--- src/rtl/dmem_write_buffer.sv ---
// Posted-write buffer between the CPU data port and backing memory: stores enter a
// DEPTH-entry FIFO and drain in order; loads forward the youngest buffered match.
module dmem_write_buffer #(
   parameter int DEPTH = 4,
   localparam int PW = $clog2(DEPTH),
   localparam int CW = $clog2(DEPTH + 1)
) (
   input  logic          clk,
   input  logic          reset,
   input  logic          MemWrite,
   input  logic [31:0]   ALUResult,
   input  logic [31:0]   WriteData,
   output logic [31:0]   ReadData,
   output logic          Stall,
   input  logic [31:0]   BusRData,
   output logic          BusValid,
   input  logic          BusReady,
   output logic [31:0]   BusAddr,
   output logic [31:0]   BusWData,
   output logic [CW-1:0] Count,
   output logic          Empty
);

   logic [DEPTH-1:0][31:0] addr_q, data_q;
   logic [PW-1:0]          head_q, head_d, tail_q, tail_d;
   logic [CW-1:0]          count_q, count_d;
   logic                   full, push, pop;
   logic [PW-1:0]          fwd_idx;
   logic [31:0]            rdata;

   assign full     = (count_q == CW'(DEPTH));
   assign BusValid = (count_q != '0);
   assign Empty    = (count_q == '0);
   assign Count    = count_q;
   assign BusAddr  = addr_q[head_q];
   assign BusWData = data_q[head_q];

   // A full buffer still accepts a store in the cycle its head drains.
   assign Stall = MemWrite && full && !BusReady;
   assign push  = MemWrite && !Stall;
   assign pop   = BusValid && BusReady;

   always_comb begin
      head_d  = head_q;
      tail_d  = tail_q;
      count_d = count_q;
      if (pop)  head_d = head_q + PW'(1);
      if (push) tail_d = tail_q + PW'(1);
      case ({push, pop})
         2'b10:   count_d = count_q + CW'(1);
         2'b01:   count_d = count_q - CW'(1);
         default: count_d = count_q;
      endcase
   end

   always_ff @(posedge clk or posedge reset) begin
      if (reset) begin
         head_q  <= '0;
         tail_q  <= '0;
         count_q <= '0;
      end else begin
         head_q  <= head_d;
         tail_q  <= tail_d;
         count_q <= count_d;
      end
   end

   // Entry payload needs no reset: it is never observed while invalid.
   always_ff @(posedge clk) begin
      if (push) begin
         addr_q[tail_q] <= ALUResult;
         data_q[tail_q] <= WriteData;
      end
   end

   // Walk oldest to youngest so the last valid match wins.
   always_comb begin
      rdata   = BusRData;
      fwd_idx = head_q;
      for (int i = 0; i < DEPTH; i++) begin
         fwd_idx = head_q + PW'(i);
         if ((CW'(i) < count_q) && (addr_q[fwd_idx][31:2] == ALUResult[31:2]))
            rdata = data_q[fwd_idx];
      end
   end

   assign ReadData = rdata;

endmodule

--- config.mk ---
export PLATFORM = sky130hd
export DESIGN_NAME = dmem_write_buffer
export DESIGN_NICKNAME = d
export VERILOG_FILES = /design/src/rtl/dmem_write_buffer.sv
export SDC_FILE = /design/constraint.sdc
export NUM_CORES = 1
export LEC_CHECK = 0
export CAP_MARGIN = 20
export CORE_UTILIZATION = 40
export DETAILED_ROUTE_END_ITERATION = 10
export DONT_BUFFER_PORTS = 1
export GPL_ROUTABILITY_DRIVEN = 0
export GPL_TIMING_DRIVEN = 0
export PLACE_DENSITY = 0.53
export SETUP_SLACK_MARGIN = 0.2
export SYNTH_ARGS = -nofsm -noshare
export SYNTH_HDL_FRONTEND = slang
export SYNTH_SLANG_ARGS = --single-unit
--- constraint.sdc ---
create_clock -name clk -period 4.45 [get_ports clk]
set_input_delay 0.445 -clock clk [delete_from_list [all_inputs] [get_ports clk]]
set_output_delay 0.445 -clock clk [all_outputs]
set_load 0.05 [all_outputs]
==> impl_metrics.ini, run 1 <==
[run_status]
outcome = complete, but fails checks
violations = negative setup slack

[drt]
antenna_left = 0
drt_first_iter_violations = 1264
vias_per_cell = 6.20
firstDrtPassIters = 5
wl_um = 58700
wire_per_inst_um = 29.5
vias = 12325
drc = 0

[clocking]
cts_made_buffers = 34
clock_latency_ps = 540
ctsRootBufferMaster = clkbuf_16
cts_tree = done
cts-htree-levels = 2
cts_buffer_depth = 3
clk_pin_slew_ps = 60
clkSinkCount = 263

[critical_path]
cp_max_fo = 8
cp_top_family = simple AND/OR/NAND/NOR gates
cpPeakStageDelay_ps = 690
required_ps = 4010
crit_slowest_cell = mux4_2
cp-end-kind = output pin
reg2reg_from = head_q[0]
path_buf_inv = 5
path_cells = buf_12, buf_12, mux4_2, xnor2_2, nand4_1, or4_4, nor4_4, and4_4, buf_12, buf_12, buf_16, mux2i_2, o2bb2ai_2, a211oi_4
crit_type = reg2out
worstPathArrival_ps = 4690
setup.worst_path.start_class = register
critPathMostFrequentCell = buf_12
startpoint = head_q[0]

[sta]
period_share_pct = 115
worstMarginPinSlew_ps = 1060
fin_ws_ps = -685
slew_violations = 0
hold_viol = 0
rsz0062_at_grt = true
min_period_ps = 5140
relSlewSlack_pct = 29.5
finalSetupViolations = 32
fmax_mhz = 195
finClkSkew_ps = 9.95

[synth]
synth_top_area_cell = edfxtp_1
ys_dominant_reg_cell = edfxtp_1
netlist_area_um2 = 16500
synth-xor-area-share_pct = 5.35
async_flop_share_pct = 2.66
synth_seq_cells = 263
synth_edf_count = 256
synthMuxAreaShare_pct = 25.8
synth.top_cell.area_share_pct = 46.5
synth_cell_types = 65
syn_avg_cell_area_um2 = 12.9
yosys_warnings = 0
syn-num-nets = 1389
synth_area_leaders = edfxtp_1 47%, mux2i_1 14%, mux4_2 7.0%
synthesis.instances = 1280
yosysSeqAreaShare_pct = 47.6
synth_simple_gate_area_share_pct = 4.77
synth_top_family_by_area = multiplexers
synth_compound_area_share_pct = 11.4
synth_adder_area_share_pct = 0.681

[power]
finalPower_mw = 15.6
p_per_area_nw_per_um2 = 742
power.leakage_nw = 7.23
ir_drop_uv = 466

[finish]
drive_gt1_share_pct = 31.7
layout_commonest_cell = edfxtp_1
syn2layout_area_growth_pct = 27.2
fin_nets = 1542
fillers = 3537
final_cell_mix = 256 x edfxtp_1, 189 x mux2i_1, 77 x nor2_1
stdcell_area_um2 = 21000

[die]
ios = 202
start_util_pct = 40.5
die_area_um2 = 42100
core_um2 = 40800
die_h_um = 205
die-width_um = 205
placementRows = 74

[global_routing]
grt_usage_pct = 27.8
grt-ovfl-total = 0
grt_pass1_vias = 12270
grt_pass1_wl_um = 84200
grt_antenna_before_repair = 2
grt_max_degree = 44

[run]
drv_cap = 0

[placed_design]
placed_area_um2 = 17700
dp_hpwl_um = 40000
port_buffers = 0

[worst_hold_path]
min-delay-start = MemWrite
min_path_type = in2reg
-- cell families after synthesis --
group | after synthesis
compound gates | 256
xor+xnor | 101
fa+ha+maj | 9
buf+inv | 135
flops | 263
mux | 353
simple gates | 163
-- worst reg2reg max path, stage by stage (launching register included) --
cell and delay, ps:
dfrtp_1 400, buf_12 160, buf_8 180, inv_2 110, buf_8 180, buf_12 180
buf_2 360, clkbuf_2 330, buf_2 350, buf_4 330, xnor2_1 120
-- timing repair --
item	4_1_cts	5_1_grt
cloned	2	1
buffers inserted	29	2
endpoints found under the hold margin	263	0
resized for setup	229	52
pin swaps	43	36
hold buffers	65	0
endpoints found under the setup margin	71	35
-- cells in the mapped netlist, types with 3 or more instances --
library cell and count:
a2111oi_0 6, a211oi_1 13, a211oi_2 29, a21oi_1 81, a221oi_1 4, a22oi_1 7, a2bb2oi_1 3, and2_1 3
and3_1 4, buf_1 17, buf_12 3, buf_2 25, buf_4 11, buf_6 13, clkbuf_1 41, dfrtp_1 7
edfxtp_1 256, ha_1 9, inv_1 24, mux2_2 67, mux2i_1 232, mux2i_2 3, mux4_2 51, nand2_1 23
nand3_1 4, nand4_1 12, nor2_1 79, nor2b_1 5, nor3_1 5, nor4_1 8, o2111ai_1 3, o211ai_1 4
o21ai_0 15, o22ai_1 35, o2bb2ai_1 38, or2_2 3, or3_1 3, or4_1 4, xnor2_1 85, xor2_1 16
-- power breakdown --
part,internal [mW],switching [mW],leakage (nW)
Clock,1.49,1.05,0.488
Combinational,3.34,6.12,4.31
Sequential,3.26,0.331,2.43
-- state kept, by name, summed over array words and instances (netlist names) --
register  cells
head_q        2
addr_q      128
data_q      128
Count         3
tail_q        2
-- layout make-up --
type / count / area, um^2 / area share [%]
inverters: 24 / 90.1 / 0.428
well taps: 532 / 666 / 3.17
repair buffers: 117 / 1220 / 5.82
flip-flops and latches: 263 / 7860 / 37.4
clock buffers: 43 / 906 / 4.31
diodes: 1 / 2.50 / 0.0119
clock inverters: 14 / 92.6 / 0.440
plain buffers: 111 / 952 / 4.53
multi-input cells: 882 / 9230 / 43.9
-- path summary, 6_finish.rpt --
check / cells past startpoint / slack (ps) / end
min in group asynchronous: 2 / 270 / head_q[1]
worst min-delay path: 2 / 200 / tail_q[0]
max in group asynchronous: 2 / 3960 / Count[2]
worst min register to register: 2 / 640 / tail_q[1]
worst max register to register: 10 / 1630 / head_q[0]
worst max-delay path: 14 / -690 / ReadData[4]
-- per-layer routing --
layer,vias to the layer above,GRT usage [%],wire length (um)
met5,-,0,13
met4,2,9.26,1690
met3,103,7.02,5290
met2,568,41.9,26200
met1,6354,39.0,25500
li1,5298,-,-
-- per-stage QoR --
step | hold WS, ps | utilization, % | setup slack, ps | instances | TNS [ps]
2_1_floorplan | 248 | - | 241 | 1280 | 0
3_5_place_dp | 288 | 43.5 | -1160 | 1830 | -36820
3_3_place_gp | 284 | 42.9 | -1260 | 1812 | -172130
6_report | 201 | 51.5 | -685 | 1987 | -19080
4_1_cts | 177 | 50.8 | -656 | 1983 | -18910
5_1_grt | 203 | 51.5 | -795 | 1987 | -22720
Power figures use the tool's default switching activity.
==> run 2, diff against run 1 <==
Settings changed: CORE_MARGIN set to 2.
==> run 2 against run 1 <==
- the run still ends with negative setup slack left
- clock power up 7%
- sequential share of layout area down 0.80 points
- clock skew up 6.8 ps
- power up 3.4%
- global-route usage down 0.44 points
- sequential power about the same
- largest power group unchanged
==> impl_metrics.ini, run 2 (synthesis results as in run 1) <==
[critical_path]
path_cells = buf_12, buf_12, buf_12, buf_12, buf_12, mux2i_1, nor2_1, a2111oi_0, a21oi_1, nor4_4, and4_4, buf_12, buf_12, buf_12, mux2i_4, o2bb2ai_2, a211oi_4
cpPeakStageDelay_ps = 590
crit_type = reg2out
setup.worst_path.start_class = register
cp-end-kind = output pin
worstPathArrival_ps = 4670
crit_slowest_cell = a211oi_4
critPathMostFrequentCell = buf_12
cp_max_fo = 6
required_ps = 4010

[power]
swShare_pct = 47.6
clkPwrFrac_pct = 16.9
p_per_area_nw_per_um2 = 750
finalPower_mw = 16.1
power.leakage_nw = 7.40
seqPwrFrac_pct = 22.3
switching_power_mw = 7.67
power.internal_mw = 8.45
ir_drop_uv = 503
combPwrFrac_pct = 60.8

[placed_design]
dp_hpwl_um = 40800
port_buffers = 0
dpl.cell_count = 1836
placed_area_um2 = 17800

[clocking]
ctsRootBufferMaster = clkbuf_16
cts_tree = done
cts-htree-levels = 2
cts_made_buffers = 34
clock_latency_ps = 560
cts_buffer_depth = 3
clkSinkCount = 263
clk_pin_slew_ps = 50

[finish]
instances_no_fill = 2010
fillers = 3462
drive_gt1_share_pct = 33.1
stdcell_area_um2 = 21500
final_cell_mix = 256 x edfxtp_1, 187 x mux2i_1, 77 x nor2_1
fin_nets = 1562
syn2layout_area_growth_pct = 30.0
layout_commonest_cell = edfxtp_1

[drt]
wl_um = 60100
vias_per_cell = 6.17
wire_per_inst_um = 29.9
drc = 0
firstDrtPassIters = 5
drt_first_iter_violations = 1040
antenna_left = 0
vias = 12395

[global_routing]
grt_usage_pct = 27.4
grt-ovfl-total = 0
grt_use_met2_pct = 41.8
use_met1_pct = 38.2
grt_busiest_layer = met2
grt_max_degree = 43
grt_antenna_before_repair = 2
met3_usage_pct = 7.19
grt_pass1_wl_um = 86800
grt_pass1_vias = 12520

[sta]
hold_viol = 0
finalSetupViolations = 32
fin_ws_ps = -669
period_share_pct = 115
slew_violations = 0
finClkSkew_ps = 16.7
min_period_ps = 5120
worstMarginPinSlew_ps = 1120
relSlewSlack_pct = 25.3
fmax_mhz = 195
whs_ps = 216
rsz0062_at_grt = true

[die]
die-width_um = 207
ios = 202
die_h_um = 207
die_area_um2 = 43000
start_util_pct = 40.5
core_um2 = 40800
placementRows = 74

[run_status]
violations = negative setup slack
outcome = complete, but fails checks

[run]
drv_cap = 0

[worst_hold_path]
min_path_type = in2reg
[run 2: cell count changes in the layout (fill, tap and decap cells not counted), sizes merged]
cell	change
bufinv	+2
buf	+14
clkbuf	+3
inv	-1
clkinv	+1
clkinvlp	+4
[run 2: layout make-up]
| class | count | area, um^2 | share of cell area [%] |
|---|---|---|---|
| tap | 532 | 666 | 3.10 |
| timing repair buffer | 137 | 1450 | 6.72 |
| sequential | 263 | 7860 | 36.6 |
| antenna | 1 | 2.50 | 0.0116 |
| clock inverter | 20 | 200 | 0.932 |
| inverter | 24 | 90.1 | 0.419 |
| clock buffer | 40 | 895 | 4.16 |
| buffer | 111 | 995 | 4.63 |
| multi-input combinational | 882 | 9340 | 43.4 |
[run 2: layer usage]
| metal | vias up | share of wire [%] |
|---|---|---|
| met1 | 6420 | 43 |
| met4 | 0 | 3.0 |
| li1 | 5337 | - |
| met3 | 92 | 8.8 |
| met2 | 546 | 45 |
| met5 | - | 0 |
[run 2: critical path: cells and delay by family (launching register included)]
| kind | cells | cell delay, ps |
|---|---|---|
| flip-flops | 1 | 410 |
| AO/OA/AOI/OAI | 4 | 1390 |
| buffers and inverters | 8 | 1090 |
| multiplexers | 2 | 410 |
| AND/OR/NAND/NOR | 3 | 810 |
[run 2: worst paths after layout]
path,to,start,slack (ps),cells after the start
max,ReadData[1],head_q[1],-670,17
min,head_q[0],BusReady,220,2
max reg2reg,head_q[1],head_q[1],1610,11
min reg2reg,tail_q[1],tail_q[1],640,2
max in group asynchronous,tail_q[0],reset,3940,2
min in group asynchronous,Count[2],reset,280,2
[run 2: repair_timing]
| item | 4_1_cts | 5_1_grt |
|---|---|---|
| gates cloned | 1 | 2 |
| endpoints found under the setup margin | 71 | 37 |
| hold endpoints to repair | 263 | 0 |
| gates resized for setup | 234 | 67 |
| pin swaps | 29 | 34 |
| hold buffers | 65 | 0 |
| buffers inserted | 25 | 20 |
[run 2: through the flow]
step | setup slack (ps) | setup TNS, ps | util (%)
floorplan | 241 | 0 | -
global placement | -1310 | -189380 | 42.9
detailed placement | -1270 | -41200 | 43.6
CTS | -638 | -18790 | 51.1
global route | -776 | -22480 | 52.6
finish | -669 | -19160 | 52.6
[run 2: power groups by stage]
stage | clock network, mW | registers [mW] | logic [mW]
after global routing | 2.85 | 3.65 | 10.2
after global placement | 0 | 3.67 | 8.04
final | 2.73 | 3.59 | 9.81
after CTS | 2.76 | 3.58 | 9.37
after floorplan | 0 | 3.56 | 6.11
after detailed placement | 0 | 3.61 | 8.27
